<file path="config.mk">
export PLATFORM = sky130hd
export DESIGN_NAME = alu_rf_sequencer
export DESIGN_NICKNAME = d
export VERILOG_FILES = /design/src/rtl/alu_rf_sequencer.sv
export SDC_FILE = /design/constraint.sdc
export NUM_CORES = 1
export LEC_CHECK = 0
export ABC_AREA = 1
export BUFFER_PORTS_ARGS = -buffer_cell sky130_fd_sc_hd__buf_2
export CAP_MARGIN = 20
export CORE_MARGIN = 8
export CORE_UTILIZATION = 45
export CTS_CLUSTER_SIZE = 28
export DETAILED_ROUTE_END_ITERATION = 12
export PLACE_DENSITY = 0.92
export SLEW_MARGIN = 20
export SYNTH_ARGS = -nofsm -noshare
export SYNTH_HDL_FRONTEND = slang
export SYNTH_SLANG_ARGS = --single-unit
</file>
<file path="constraint.sdc">
create_clock -name clk -period 1.4 [get_ports clk]
set_input_delay 0.21 -clock clk [delete_from_list [all_inputs] [get_ports clk]]
set_output_delay 0.21 -clock clk [all_outputs]
set_load 0.05 [all_outputs]
</file>
<file path="src/rtl/alu_rf_sequencer.sv">
// ---------------------------------------------------------------------------
// alu_rf_sequencer
//   Runs one register-file + ALU command at a time for the lab CPU:
//   accept (op, rs, rt, rd, wb) on a valid/ready handshake, read rs/rt,
//   drive the ALU, capture F/ZF/OF, optionally write F back to rd, then
//   pulse done. Fixed 5-cycle command period, 4 cycles accept-to-done.
//
// Ports
//   clk, rst                  clock (rising edge), async active-low reset
//   cmd_valid/cmd_ready       command handshake (ready only in IDLE)
//   cmd_op/rs/rt/rd/wb        command fields
//   rf_raddr_a/b, rf_rdata_a/b  regfile read ports (combinational read)
//   alu_a/b/op, alu_f/zf/of   ALU operands/opcode and result/flags
//   rf_we/waddr/wdata         regfile write port (one-cycle pulse)
//   res_f/zf/of               last captured ALU result and flags
//   busy, done                status: not IDLE / one-cycle completion
// ---------------------------------------------------------------------------
module alu_rf_sequencer #(
    parameter int ADDR_W    = 5,
    parameter int DATA_W    = 32,
    parameter int OP_W      = 3,
    parameter int ZERO_PROT = 1
) (
    input  logic              clk,
    input  logic              rst,
    input  logic              cmd_valid,
    output logic              cmd_ready,
    input  logic [OP_W-1:0]   cmd_op,
    input  logic [ADDR_W-1:0] cmd_rs,
    input  logic [ADDR_W-1:0] cmd_rt,
    input  logic [ADDR_W-1:0] cmd_rd,
    input  logic              cmd_wb,
    output logic [ADDR_W-1:0] rf_raddr_a,
    output logic [ADDR_W-1:0] rf_raddr_b,
    input  logic [DATA_W-1:0] rf_rdata_a,
    input  logic [DATA_W-1:0] rf_rdata_b,
    output logic [DATA_W-1:0] alu_a,
    output logic [DATA_W-1:0] alu_b,
    output logic [OP_W-1:0]   alu_op,
    input  logic [DATA_W-1:0] alu_f,
    input  logic              alu_zf,
    input  logic              alu_of,
    output logic              rf_we,
    output logic [ADDR_W-1:0] rf_waddr,
    output logic [DATA_W-1:0] rf_wdata,
    output logic [DATA_W-1:0] res_f,
    output logic              res_zf,
    output logic              res_of,
    output logic              busy,
    output logic              done
);

    typedef enum logic [2:0] {
        S_IDLE = 3'd0,
        S_READ = 3'd1,
        S_EXEC = 3'd2,
        S_WB   = 3'd3,
        S_DONE = 3'd4
    } state_e;

    state_e            state_q, state_d;
    logic [OP_W-1:0]   op_q, op_d;
    logic [ADDR_W-1:0] rs_q, rs_d;
    logic [ADDR_W-1:0] rt_q, rt_d;
    logic [ADDR_W-1:0] rd_q, rd_d;
    logic              wb_q, wb_d;
    logic [DATA_W-1:0] opa_q, opa_d;
    logic [DATA_W-1:0] opb_q, opb_d;
    logic [DATA_W-1:0] resf_q, resf_d;
    logic              reszf_q, reszf_d;
    logic              resof_q, resof_d;

    always_ff @(posedge clk or negedge rst) begin
        if (!rst) begin
            state_q <= S_IDLE;
            op_q    <= '0;
            rs_q    <= '0;
            rt_q    <= '0;
            rd_q    <= '0;
            wb_q    <= 1'b0;
            opa_q   <= '0;
            opb_q   <= '0;
            resf_q  <= '0;
            reszf_q <= 1'b0;
            resof_q <= 1'b0;
        end else begin
            state_q <= state_d;
            op_q    <= op_d;
            rs_q    <= rs_d;
            rt_q    <= rt_d;
            rd_q    <= rd_d;
            wb_q    <= wb_d;
            opa_q   <= opa_d;
            opb_q   <= opb_d;
            resf_q  <= resf_d;
            reszf_q <= reszf_d;
            resof_q <= resof_d;
        end
    end

    always_comb begin
        state_d = state_q;
        op_d    = op_q;
        rs_d    = rs_q;
        rt_d    = rt_q;
        rd_d    = rd_q;
        wb_d    = wb_q;
        opa_d   = opa_q;
        opb_d   = opb_q;
        resf_d  = resf_q;
        reszf_d = reszf_q;
        resof_d = resof_q;
        unique case (state_q)
            S_IDLE: begin
                // cmd_ready is simply "state is IDLE", so valid alone qualifies.
                if (cmd_valid) begin
                    op_d    = cmd_op;
                    rs_d    = cmd_rs;
                    rt_d    = cmd_rt;
                    rd_d    = cmd_rd;
                    wb_d    = cmd_wb;
                    state_d = S_READ;
                end
            end
            S_READ: begin
                // Operands are frozen here, so rs==rd / rt==rd use the old value.
                opa_d   = rf_rdata_a;
                opb_d   = rf_rdata_b;
                state_d = S_EXEC;
            end
            S_EXEC: begin
                resf_d  = alu_f;
                reszf_d = alu_zf;
                resof_d = alu_of;
                state_d = S_WB;
            end
            S_WB:    state_d = S_DONE;
            S_DONE:  state_d = S_IDLE;
            default: state_d = S_IDLE;
        endcase
    end

    // All outputs come from registers or a state decode; the async reset of
    // state_q therefore drops rf_we immediately on a mid-command abort.
    assign cmd_ready  = (state_q == S_IDLE);
    assign busy       = (state_q != S_IDLE);
    assign done       = (state_q == S_DONE);
    assign rf_raddr_a = rs_q;
    assign rf_raddr_b = rt_q;
    assign alu_a      = opa_q;
    assign alu_b      = opb_q;
    assign alu_op     = op_q;
    assign rf_we      = (state_q == S_WB) && wb_q &&
                        !((ZERO_PROT != 0) && (rd_q == '0));
    assign rf_waddr   = rd_q;
    assign rf_wdata   = resf_q;
    assign res_f      = resf_q;
    assign res_zf     = reszf_q;
    assign res_of     = resof_q;

endmodule

</file>
==> impl_metrics.py <==
metrics = {
    "finish": {
        "num-nets-final": 1064,
        "final_common_cell": "buf_2",
        "post-route-util": 0.819,
        "fill_cells": 594,
        "drive_above_1_share": 0.387,
        "syn2layout_area_growth_pct": 76.5,
        "layout_common_cells": "215 x buf_2, 202 x nand2_1, 118 x dlygate4sd3_1",
    },
    "drt": {
        "drtIter0Drc": 643,
        "antenna_left": 0,
        "via_per_inst": 5.20,
        "via_count": 5733,
        "post_drt_wl_per_cell_um": 20.2,
        "wl_um": 22300,
        "drtPass1Iterations": 8,
        "route.detailed.drc": 0,
    },
    "outcome": {
        "status": "complete, but fails checks",
        "violations": "negative setup slack",
    },
    "critical_path": {
        "crit_arrival_ns": 1.48,
        "critPathLaunchType": "flop",
        "worstPathRequired_ns": 1.19,
        "slowest_stage": "dfrtp_1",
        "reg2reg_from": "state_q[1]$_DFFE_PN0P_",
        "endpoint_kind": "output pin",
        "critPathLaunch": "state_q[1]$_DFFE_PN0P_",
        "cpPeakStageDelay_ns": 0.42,
        "crit_type": "flop to output pin",
        "cp_max_fo": 3,
        "crit_chain": "buf_6, nor2_4, nand2_4, clkinvlp_4, buf_8",
    },
    "sta": {
        "fin_crit_sh": 1.21,
        "period_needed_ns": 1.69,
        "rsz0062_at_grt": "true",
        "relSlewSlack": 0.697,
        "hold_ws_ns": 0.144,
        "drv_slew": 0,
        "fmax_mhz": 591,
        "worst_slew_pin_slew_ns": 0.455,
        "fin_skew_ns": 0.0118,
        "setup_viol": 89,
        "hold_viol": 0,
        "fin_ws_ns": -0.291,
    },
    "die": {
        "rows": 38,
        "die_w_um": 122,
        "die_h_um": 122,
        "initial_core_util": 0.464,
        "die-area_um2": 14900,
        "core_area_um2": 10900,
        "num_io_pins": 272,
    },
    "flow_run": {
        "maxCapViolCount": 0,
    },
    "global_route": {
        "grt-ovfl-total": 0,
        "first_global_vias": 5782,
        "grt_pass1_wl_um": 30200,
        "antenna_found_initial": 3,
        "grt_max_degree": 68,
        "grtUsageTotal": 0.260,
    },
    "clock_tree": {
        "cts_sinks": 120,
        "clock_tree.root_cell": "clkbuf_8",
        "worstSkewPairLatency_ns": 0.50,
        "cts_tree": "yes",
        "htree_levels": 4,
        "cts.path.max_buffers": 2,
        "cts_buffers": 17,
        "clk_pin_slew_ns": 0.06,
    },
    "synth": {
        "ys_types": 17,
        "yosysWarnings": 0,
        "syn_inst": 559,
        "ys_seq_area_frac": 0.595,
        "synth_area_per_cell_um2": 9.03,
        "netlist_area_um2": 5050,
        "ys_ff_latch": 120,
        "syn_nets": 679,
    },
    "hold_path": {
        "hp-class": "input port to flop",
        "min_from": "cmd_valid",
    },
    "placed_design": {
        "hpwlAfterDp_um": 11100,
        "gp_congestion": 0.783,
        "portBuffers": 271,
    },
}
-- cell usage after synthesis --
cell	number	area (um^2)
buf_4	40	300
o21ai_1	6	30.0
dfrtp_1	120	3000
nand4_1	19	119
o21ai_0	28	140
nor3_1	1	5.00
buf_6	5	56.3
nand2_1	207	777
buf_2	18	90.1
nand3_2	1	10.0
nor2_4	1	11.3
nor2_1	4	15.0
nand3_1	65	325
clkbuf_1	5	18.8
inv_1	37	139
inv_2	1	3.75
or2_2	1	6.26
-- per-stage QoR --
stage / std cells / cell area (um^2) / setup TNS, ns / setup WS [ns]
floorplan: 559 / 5080 / -0.0148 / -0.0148
global placement: 921 / 6370 / 0 / 0.0903
detailed placement: 921 / 6370 / 0 / 0.0819
CTS: 1075 / 8280 / -1.13 / -0.273
global route: 1100 / 8910 / -15.02 / -0.368
finish: 1102 / 8910 / -9.34 / -0.291
-- final timing paths --
kind,endpoint,slack (ns),cells after the start
setup / recovery,cmd_ready,-0.29,5
hold / removal,state_q[0]$_DFFE_PN0P_,0.14,4
setup reg to reg,alu_a[31]$_DFFE_PN0P_,-0.15,8
hold reg to reg,alu_b[4]$_DFFE_PN0P_,0.47,2
max in group asynchronous,alu_b[9]$_DFFE_PN0P_,0.62,3
min in group asynchronous,alu_op[0]$_DFFE_PN0P_,0.18,2
-- kinds of logic (layout without fill, tap and decap cells) --
family,Yosys count,in the layout,share of synthesized area
compound gates,34,34,0.0337
buf+inv,106,503,0.120
flops,120,120,0.595
other cells,0,5,0
simple gates,299,300,0.251
-- flip-flops by register name, summed over array words and instances, names as in the netlist --
signal      flops
alu_a          32
state_q         3
alu_op          3
rf_raddr_a      5
rf_waddr        5
wb_q            1
alu_b          32
res_of          1
rf_raddr_b      5
res_f          32
res_zf          1
-- metal layers --
layer | GRT usage | vias to the layer above | wire length [um]
li1 | - | 2516 | -
met2 | 0.455 | 353 | 11600
met4 | 0.118 | 0 | 1100
met1 | 0.282 | 2767 | 7590
met3 | 0.0801 | 97 | 1970
met5 | 0 | - | 0
-- worst max-delay path: cells and delay by family (launching register included) --
kind                   cells  cell delay, ns
buffers and inverters      3            0.36
DFF                        1            0.42
and+or+nand+nor            2            0.20
-- layout make-up --
type / instances / area (um^2) / share of cell area
repair buffers: 433 / 3410 / 0.382
flip-flops and latches: 120 / 3010 / 0.337
multi-input cells: 334 / 1550 / 0.174
clock buffers: 19 / 442 / 0.0496
well taps: 140 / 175 / 0.0197
clock inverters: 13 / 169 / 0.0190
inverters: 38 / 149 / 0.0167
diodes: 5 / 12.5 / 0.00140
-- what timing repair did --
action                                  4_1_cts  5_1_grt
endpoints found under the hold margin       236        1
endpoints found under the setup margin       13      129
gates cloned                                  0       15
buffers inserted                              5        6
gates resized for setup                      31       79
hold buffers                                117        1
pin swaps                                     7       13
Power is not shown: default switching activity piles up to over one toggle a cycle in this logic, so the estimate is an artifact.
